===== src/rtl/rng_axi_pkg.sv =====
// rtl/rng_axi_pkg.sv - shared AXI codes, RNG slave register map and fetch FSM states
package rng_axi_pkg;

  localparam logic [1:0] RESP_OKAY   = 2'b00;
  localparam logic [1:0] RESP_SLVERR = 2'b10;

  localparam logic [31:0] RNG_DATA   = 32'h0000_0000;
  localparam logic [31:0] CONTROL    = 32'h0000_0004;
  localparam logic [31:0] SEED       = 32'h0000_0008;
  localparam logic [31:0] READ_COUNT = 32'h0000_000C;

  localparam logic [1:0] BURST_INCR = 2'b01;
  localparam logic [2:0] SIZE_4B    = 3'b010;
  localparam logic [3:0] LEN_SINGLE = 4'h0;

  typedef enum logic [1:0] {
    IDLE,
    ADDR,
    DATA
  } fetch_state_t;

  // Debug counters stick at all-ones rather than wrapping back to zero.
  function automatic logic [15:0] sat_inc(input logic [15:0] value);
    return (value == 16'hFFFF) ? value : value + 16'd1;
  endfunction

endpackage


===== src/rtl/rng_word_fifo.sv =====
// rtl/rng_word_fifo.sv - synchronous word FIFO with occupancy level
module rng_word_fifo #(
  parameter int WIDTH = 32,
  parameter int DEPTH = 4,
  localparam int AW = $clog2(DEPTH)
) (
  input  logic             clk,
  input  logic             rst,
  input  logic             push,
  input  logic [WIDTH-1:0] wdata,
  input  logic             pop,
  output logic [WIDTH-1:0] rdata,
  output logic             empty,
  output logic             full,
  output logic [AW:0]      level
);

  logic [WIDTH-1:0] mem [DEPTH];
  logic [AW-1:0]    wr_ptr;
  logic [AW-1:0]    rd_ptr;
  logic             do_push;
  logic             do_pop;

  assign empty   = (level == '0);
  assign full    = (level == (AW+1)'(DEPTH));
  assign do_pop  = pop && !empty;
  assign do_push = push && !full;

  // Head entry is read straight from storage, so a word is visible the cycle after its push.
  assign rdata = mem[rd_ptr];

  always_ff @(posedge clk or posedge rst) begin
    if (rst) begin
      wr_ptr <= '0;
      rd_ptr <= '0;
      level  <= '0;
      for (int i = 0; i < DEPTH; i++) begin
        mem[i] <= '0;
      end
    end else begin
      if (do_push) begin
        mem[wr_ptr] <= wdata;
        wr_ptr      <= wr_ptr + AW'(1);
      end
      if (do_pop) begin
        rd_ptr <= rd_ptr + AW'(1);
      end
      case ({do_push, do_pop})
        2'b10:   level <= level + (AW+1)'(1);
        2'b01:   level <= level - (AW+1)'(1);
        default: level <= level;
      endcase
    end
  end

  a_no_push_when_full: assert property (@(posedge clk) disable iff (rst) !(push && full && !pop));

endmodule


===== src/rtl/rng_fetch_master.sv =====
// rtl/rng_fetch_master.sv - AXI read master polling the RNG data register into a word stream
module rng_fetch_master
  import rng_axi_pkg::*;
#(
  parameter logic [31:0] BASE_ADDR  = 32'h6400_0000,
  parameter logic [15:0] AXI_ID     = 16'h0010,
  parameter int          FIFO_DEPTH = 4
) (
  input  logic        ACLK,
  input  logic        ARESET,
  input  logic        enable,
  output logic [15:0] ARID,
  output logic [31:0] ARADDR,
  output logic [3:0]  ARLEN,
  output logic [2:0]  ARSIZE,
  output logic [1:0]  ARBURST,
  output logic        ARVALID,
  input  logic        ARREADY,
  input  logic [15:0] RID,
  input  logic [31:0] RDATA,
  input  logic [1:0]  RRESP,
  input  logic        RLAST,
  input  logic        RVALID,
  output logic        RREADY,
  output logic [31:0] m_data,
  output logic        m_valid,
  input  logic        m_ready,
  output logic [15:0] err_count,
  output logic [15:0] stuck_count,
  output logic [4:0]  fifo_level
);

  localparam int LW = $clog2(FIFO_DEPTH) + 1;

  fetch_state_t state;
  logic [31:0]  last_word;
  logic         have_last;
  logic         r_fire;
  logic         beat_ok;
  logic         push;
  logic         fifo_empty;
  logic         fifo_full;
  logic [LW-1:0] level;

  assign ARID    = AXI_ID;
  assign ARADDR  = BASE_ADDR + RNG_DATA;
  assign ARLEN   = LEN_SINGLE;
  assign ARSIZE  = SIZE_4B;
  assign ARBURST = BURST_INCR;

  assign r_fire  = (state == DATA) && RVALID && RREADY;
  assign beat_ok = (RRESP == RESP_OKAY) && (RID == AXI_ID) && RLAST;
  assign push    = r_fire && beat_ok;

  // A single outstanding read means the slot seen free in IDLE is still free on return.
  always_ff @(posedge ACLK or posedge ARESET) begin
    if (ARESET) begin
      state       <= IDLE;
      ARVALID     <= 1'b0;
      RREADY      <= 1'b0;
      err_count   <= '0;
      stuck_count <= '0;
      last_word   <= '0;
      have_last   <= 1'b0;
    end else begin
      case (state)
        IDLE: begin
          if (enable && !fifo_full) begin
            ARVALID <= 1'b1;
            state   <= ADDR;
          end
        end
        ADDR: begin
          if (ARVALID && ARREADY) begin
            ARVALID <= 1'b0;
            RREADY  <= 1'b1;
            state   <= DATA;
          end
        end
        DATA: begin
          if (r_fire) begin
            RREADY <= 1'b0;
            state  <= IDLE;
            if (beat_ok) begin
              if (have_last && (RDATA == last_word)) begin
                stuck_count <= sat_inc(stuck_count);
              end
              last_word <= RDATA;
              have_last <= 1'b1;
            end else begin
              err_count <= sat_inc(err_count);
            end
          end
        end
        default: begin
          ARVALID <= 1'b0;
          RREADY  <= 1'b0;
          state   <= IDLE;
        end
      endcase
    end
  end

  rng_word_fifo #(
    .WIDTH (32),
    .DEPTH (FIFO_DEPTH)
  ) u_fifo (
    .clk   (ACLK),
    .rst   (ARESET),
    .push  (push),
    .wdata (RDATA),
    .pop   (m_valid && m_ready),
    .rdata (m_data),
    .empty (fifo_empty),
    .full  (fifo_full),
    .level (level)
  );

  assign m_valid    = !fifo_empty;
  assign fifo_level = 5'(level);

endmodule


===== config.mk =====
export PLATFORM = sky130hd
export DESIGN_NAME = rng_fetch_master
export DESIGN_NICKNAME = d
export VERILOG_FILES = /design/src/rtl/rng_axi_pkg.sv /design/src/rtl/rng_word_fifo.sv /design/src/rtl/rng_fetch_master.sv
export SDC_FILE = /design/constraint.sdc
export NUM_CORES = 1
export LEC_CHECK = 0
export ABC_AREA = 1
export BUFFER_PORTS_ARGS = -buffer_cell sky130_fd_sc_hd__buf_4
export CORE_ASPECT_RATIO = 0.75
export CORE_MARGIN = 3
export CORE_UTILIZATION = 60
export DETAILED_ROUTE_END_ITERATION = 7
export PLACE_DENSITY = 0.88
export SLEW_MARGIN = 25
export SYNTH_ARGS = -nofsm -noshare
export SYNTH_HDL_FRONTEND = slang
export SYNTH_HIERARCHICAL = 1
export SYNTH_SLANG_ARGS = --single-unit

===== constraint.sdc =====
create_clock -name ACLK -period 9.27 [get_ports ACLK]
set_clock_uncertainty 0.15 [all_clocks]
set_input_delay 1.3905 -clock ACLK [delete_from_list [all_inputs] [get_ports ACLK]]
set_output_delay 1.3905 -clock ACLK [all_outputs]
set_load 0.05 [all_outputs]

==> results of run 1 <==
layout make-up:
class	instances	share of cell area (%)
clock buffers	26	4.51
clock inverters	10	1.84
inverters	99	3.04
multi-input cells	1079	39.3
flip-flops and latches	204	40.8
well taps	242	2.42
repair buffers	136	8.15
cell usage in the layout, fill, tap and decap left out, drive strengths merged:
master    count
buf         136
nor2        155
fa            1
xnor2        10
nor3b         1
conb         59
nand4       134
ha            7
nand2       504
bufinv        7
nor4          2
clkbuf       26
inv          98
clkinv        2
nor3          7
nand3        49
nand3b        4
o21ai       136
xor2          7
or2           3
dfrtp       204
clkinvlp      2
metrics by stage:
stage / util, % / instance area (sq um) / hold WS, ns
after floorplan: - / 11300 / 0.273
after global placement: 65.4 / 11700 / 0.283
after detailed placement: 65.5 / 11700 / 0.303
after CTS: 69.9 / 12500 / 0.318
after global routing: 69.9 / 12500 / 0.336
final: 69.9 / 12500 / 0.317
tightest hold or removal path: cells and delay by family, from the launching register on:
kind	cells	cell delay (ns)
DFF	1	0.34
and+or+nand+nor	2	0.09
routing by layer:
| metal | wire length, microns | vias up | GRT usage, % | part of all wire (%) |
|---|---|---|---|---|
| met4 | 835 | 0 | 9.30 | 2.8 |
| met3 | 3080 | 82 | 5.19 | 10 |
| met2 | 14000 | 611 | 46.6 | 47 |
| met1 | 12100 | 4926 | 40.7 | 40 |
| met5 | 0 | - | 0 | 0 |
| li1 | - | 4760 | - | - |
power breakdown:
part,internal (W),leakage [nW],switching (W)
Combinational,0.0000215,3.42,0.0000958
Clock,0.000626,0.380,0.000355
Sequential,0.000890,2.81,0
flip-flops by register name, summed over array words and instances (netlist names):
name and flops:
u_fifo/mem 128, last_word 32, err_count 16, stuck_count 16, u_fifo/level 3, state 2
u_fifo/rd_ptr 2, u_fifo/wr_ptr 2, ARVALID 1, RREADY 1, have_last 1
kinds of logic after synthesis:
logic type / count (synthesis)
AND/OR/NAND/NOR: 859
flip-flops: 204
AO/OA/AOI/OAI: 136
other: 2
buffers and inverters: 248
adder cells (fa/ha/maj): 8
XOR/XNOR: 17
worst paths after layout:
| kind | start | end | slack [ns] |
|---|---|---|---|
| min in group asynchronous | ARESET | last_word[12] | 0.74 |
| worst min register to register | u_fifo/mem[85] | u_fifo/mem[85] | 0.32 |
| worst max register to register | state[0] | u_fifo/mem[67] | 5.35 |
| worst max-delay path | u_fifo/rd_ptr[0] | m_data[15] | 4.39 |
| max in group asynchronous | ARESET | u_fifo/rd_ptr[0] | 6.59 |
| worst min-delay path | u_fifo/mem[85] | u_fifo/mem[85] | 0.32 |
==> results by group, run 1 <==
Placed design
  – Port bufs: 126
  – Place WS: between 4 and 5 ns
  – Placer Congestion: 0.860
  – Final HPWL DP: 18,100 microns
  – Placed cell count: 1,760

Logic synthesis
  – Synth Area in Compound Gates: 6.12%
  – Avg Inst Size Synth: 7.55 sq um
  – Distinct cells, synth: 34
  – Post-Synthesis Cells: 1,474
  – Synth Register Bits: about 200
  – Mapped cell area: around 11,000 sq um
  – Synth Area in Adders: 0.967%
  – XOR/XNOR share of the synthesized area: 1.34%
  – EDFF count, synth: 0
  – Sequential-to-total area share from yosys stat: 45.9%
  – Multiplexer share of the synthesized area: 0%
  – Yosys top cell area share: 45.9%
  – Synth top area cells: dfrtp_1, nand2_1, nand4_1, nor2_1, buf_4
  – Yosys warns: 6
  – Post-synth ARST share: 100%
  – Simple-gate portion of the synthesized area: 33.8%
  – Synth area leader: dfrtp_1
  – Most frequent cell after synthesis: nand2_1
  – Most instantiated cells after synthesis: nand2_1, dfrtp_1, nor2_1, nand4_1, inv_1
  – Main combinational cell family by area after synthesis: simple AND/OR/NAND/NOR gates
  – Synth Flop Type: dfrtp_1

Critical path
  – Worst path slowest cell: clkinv_2
  – Worst Path Arrival: 3.34 ns
  – Worst r2r path cells: 10
  – Critical Path Max Stage Delay: 0.99 ns
  – CP Capture Type: primary output
  – Critical Path Stages: 5
  – Critical path cell sequence: buf_4 > clkinv_2 > o21ai_0 > o21ai_0 > buf_4
  – CP bufs+invs: 3
  – CP max FO: 67
  – Critical Path RT: 7.73 ns
  – Delay-heaviest family, CP: buffers and inverters
  – Startpoint Class: flip-flop
  – WS Path Type: reg2out

Power and ir drop
  – LEAKAGE: around 6.6 nW
  – Pwr Total: 0.00199 W
  – Pwr dens: approximately 160 nW/um^2
  – Max VDD drop: 0.141 mV

GRT
  – Initial antenna violation count: 0
  – First-pass GRT wire length: 48,000 microns
  – GRT Resource Usage Total: 29.1%
  – Vias in the first global route: 9,605
  – Largest net degree at the start of global routing: 91
  – Overflow after GRT: 0

Floorplanning
  – Core region area: 17,900 sq um
  – Die Y: between 100 and 150 microns
  – Chip width: 163 microns
  – Starting density of the core: 62.1%
  – DIE AREA: 20,200 sq um
  – # rows: between 40 and 50
  – # IOs: approximately 190

STA
  – RSZ-0062 raised after global routing: false
  – Tcrit/Tclk final: 52.7%
  – Post-layout min period: approximately 5 ns
  – Worst slew pin tran: 0.970 ns
  – Final hold vios: 0
  – Final setup TNS: 0 ns
  – Final setup fails: 0
  – Final slew viol count: 0
  – Setup ws final: 4.39 ns
  – Max frequency: 205 MHz
  – Max-slew headroom: a little over a third

Layout
  – Non-filler cells, final: 1,796
  – Sequential cell area: 5110 sq um
  – Nets: ~1,600
  – Fraction of layout cells with a size suffix above 1: 12.8%
  – Area occupied by multi-input gates: 4920 sq um
  – P&R area growth vs syn: 12.6%
  – Number of diodes: 0
  – Fill count: 1,387

Job
  – Max-cap violations: 0

Clock network
  – Post-CTS resize count: 0
  – CTS Root Cell: clkbuf_16
  – CTS H-tree depth: 1
  – Clock Tree Buf Depth: 3
  – Worst-Skew Late Latency: 0.50 ns
  – Cts hold-fix bufs: 0
  – Post-CTS setup repair buffer count: 0
  – Cts bufs inserted: 21
  – TritonCTS clock tree: yes
  – Reg clk slew, reported paths: 0.06 ns
  – Clk sinks: 204

Detailed routing
  – Iter 0 DRT Violations: between 1,000 and 1,500
  – Via count: 10,400
  – DR WL/cell: 16.7 microns
  – Final wirelength: 30,000 microns
  – Avg Vias per Cell: 5.78
  – Drt pass-1 iters: 6
  – Final ANT Viol Nets: 0
  – DRC violations left: 0

Outcome
  – Status: complete, no violations

Min path
  – HP Class: reg2reg
  – Hold Path Depth: 2
Power figures use the tool's default switching activity.
==> run 2, diff against run 1 <==
--- a/config.mk
+++ b/config.mk
@@ -9,9 +9,9 @@
 export BUFFER_PORTS_ARGS = -buffer_cell sky130_fd_sc_hd__buf_4
 export CORE_ASPECT_RATIO = 0.75
 export CORE_MARGIN = 3
-export CORE_UTILIZATION = 60
+export CORE_UTILIZATION = 57
 export DETAILED_ROUTE_END_ITERATION = 7
-export PLACE_DENSITY = 0.88
+export PLACE_DENSITY = 0.85
 export SLEW_MARGIN = 25
 export SYNTH_ARGS = -nofsm -noshare
 export SYNTH_HDL_FRONTEND = slang
==> constraint.sdc (replaced) <==
create_clock -name ACLK -period 4.6 [get_ports ACLK]
set_clock_uncertainty 0.15 [all_clocks]
set_input_delay 0.69 -clock ACLK [delete_from_list [all_inputs] [get_ports ACLK]]
set_output_delay 0.69 -clock ACLK [all_outputs]
set_load 0.05 [all_outputs]
==> run 2 against run 1 <==
Register-to-register slack worse by 3.6 ns; critical path depth unchanged; core utilization decreased by 3.6 points; worst hold slack lost 0.097 ns; first-iteration DRC count down 15%; via count down 2.3%; global-route usage decreased by 2.4 points; largest cell class unchanged; highest routed layer is now met5.
==> results by group, run 2 (synthesized netlist as in run 1, its figures left out) <==
Detailed routing
  – Iter 0 DRT Violations: 1,023
  – Avg Vias per Cell: 5.62
  – Final wirelength: 29,300 microns
  – Drt pass-1 iters: 6
  – DR WL/cell: 16.3 microns
  – Final ANT Viol Nets: 0
  – Via count: 10,100
  – DRC violations left: 0

STA
  – Max-slew headroom: 37.0%
  – Final hold vios: 0
  – Final setup TNS: 0 ns
  – Max frequency: 298 MHz
  – Worst slew pin tran: 0.943 ns
  – Final setup fails: 0
  – Tcrit/Tclk final: 72.9%
  – Final slew viol count: 0
  – RSZ-0062 raised after global routing: false
  – Post-layout min period: 3.35 ns

GRT
  – First-pass GRT wire length: 47,400 microns
  – Largest net degree at the start of global routing: 84
  – GRT Resource Usage Total: a little over a quarter
  – Overflow after GRT: 0
  – Initial antenna violation count: 2
  – Vias in the first global route: 9,376

Critical path
  – CP bufs+invs: 3
  – WS Path Type: reg2out
  – CP Capture Type: primary output
  – Worst path slowest cell: inv_2
  – CP max FO: 34
  – Critical path cell sequence: inv_2 > buf_4 > o21ai_0 > o21ai_1 > buf_4
  – Delay-heaviest family, CP: buffers and inverters
  – Startpoint Class: flip-flop
  – Critical Path Max Stage Delay: 0.48 ns
  – Critical Path RT: approximately 3.8 ns
  – Most frequent CP cell: buf_4
  – Worst Path Arrival: 2.51 ns

Floorplanning
  – Core region area: 18,800 sq um
  – DIE AREA: approximately 21,000 sq um
  – # rows: 43
  – # IOs: 186
  – Die Y: approximately 130 microns
  – Chip width: 167 microns
  – Starting density of the core: 59.1%

Job
  – Max-cap violations: 0

Power and ir drop
  – Internal: between 0.002 and 0.003 W
  – Comb pwr share: 6.2%
  – Max VDD drop: ~0.19 mV
  – Pwr dens: roughly 300 nW/um^2
  – NetSw: 0.000881 W
  – Clock share of power: a little under half
  – LEAKAGE: 6.60 nW
  – Pwr Total: 0.00380 W
  – Sequential power share: between 40 and 50%
  – Net Sw Frac: approximately 23%

Layout
  – Fill count: 1,558
  – Most frequent cells in the layout: nand2_1, dfrtp_1, nor2_1
  – Nets: 1,609
  – Final core utilization: 66.3%
  – Fraction of layout cells with a size suffix above 1: 13.0%
  – Top reg by flops: u_fifo/mem
  – Number of diodes: 0
  – Max reg flops: 128
  – Top Registers: u_fifo/mem x128, last_word x32
  – Commonest non-fill, non-tap cell in the layout: nand2_1
  – Fin area: 12,500 sq um
  – P&R area growth vs syn: 12.3%

Clock network
  – Clock Tree Buf Depth: 3
  – CTS H-tree depth: 1
  – Post-CTS setup repair buffer count: 0
  – CTS Root Cell: clkbuf_16
  – Reg clk slew, reported paths: roughly 0.060 ns
  – Worst-Skew Late Latency: 0.49 ns
  – Cts hold-fix bufs: 0
  – Cts bufs inserted: 21
  – TritonCTS clock tree: yes
  – Clk sinks: 204
  – Post-CTS resize count: 0

Placed design
  – Final HPWL DP: 18,300 microns
  – Placed inst area: 11,800 sq um
  – Port bufs: about 130
  – Placer Congestion: about 0.85

Outcome
  – Status: complete, no violations

Min path
  – HP Class: in2async
[run 2: changes by cell type in the layout (fill, tap and decap cells not counted)]
cell | before | now
buf_4 | 136 | 138
clkinvlp_4 | 2 | 0
buf_12 | 0 | 1
clkbuf_8 | 2 | 5
inv_2 | 3 | 4
clkbuf_1 | 3 | 2
clkinv_2 | 2 | 5
bufinv_16 | 7 | 3
[run 2: through the flow]
stage,setup WS [ns],hold slack (ns),instances
final,1.25,0.221,1804
after CTS,1.32,0.249,1804
after detailed placement,1.46,0.303,1768
after global placement,1.54,0.285,1768
after floorplan,0.149,0.273,1531
after global routing,1.11,0.297,1804
[run 2: final timing paths]
kind | from | end | slack, ns | cells past startpoint
min reg2reg | u_fifo/mem[25] | u_fifo/mem[25] | 0.32 | 2
min | ARESET | stuck_count[5] | 0.22 | 2
max reg2reg | state[1] | u_fifo/level[2] | 1.77 | 15
max in group asynchronous | ARESET | last_word[11] | 3.12 | 3
max | u_fifo/rd_ptr[1] | m_data[18] | 1.25 | 5
min in group ACLK | RDATA[26] | last_word[26] | 0.31 | 3
[run 2: power groups by stage]
stage / combinational, W / clock [W] / sequential [W]
2_1_floorplan: 0.000191 / 0 / 0.00183
3_3_place_gp: 0.000232 / 0 / 0.00183
3_5_place_dp: 0.000233 / 0 / 0.00183
4_1_cts: 0.000234 / 0.00178 / 0.00179
5_1_grt: 0.000252 / 0.00186 / 0.00179
6_report: 0.000236 / 0.00177 / 0.00179
[run 2: worst reg2reg max path, cell delays in order (launching register included)]
cell and delay (ns):
dfrtp_1 0.42, nand2_1 0.13, inv_1 0.05, nand3_1 0.06, inv_1 0.13, nand2_2 0.10, buf_4 0.42, inv_4 0.14
nand2_1 0.16, ha_1 0.21, inv_1 0.07, fa_1 0.39, nand2_1 0.10, nand3_1 0.07, nand2_1 0.07, nand2_1 0.05
[run 2: area by class of cell]
class	count	area [sq um]	share of cell area (%)
clock buffers	28	602	4.82
clock inverters	8	115	0.922
repair buffers	139	1060	8.46
well taps	247	309	2.47
flip-flops and latches	204	5110	40.9
inverters	99	379	3.04
multi-input cells	1079	4920	39.4
[run 2: metal layers]
layer | vias to the layer above | track usage (%) | part of all wire (%)
li1 | 4780 | - | -
met1 | 4825 | 38.1 | 42
met2 | 488 | 42.9 | 47
met3 | 43 | 5.78 | 9.8
met4 | 4 | 4.86 | 1.5
met5 | - | 0 | 0.11
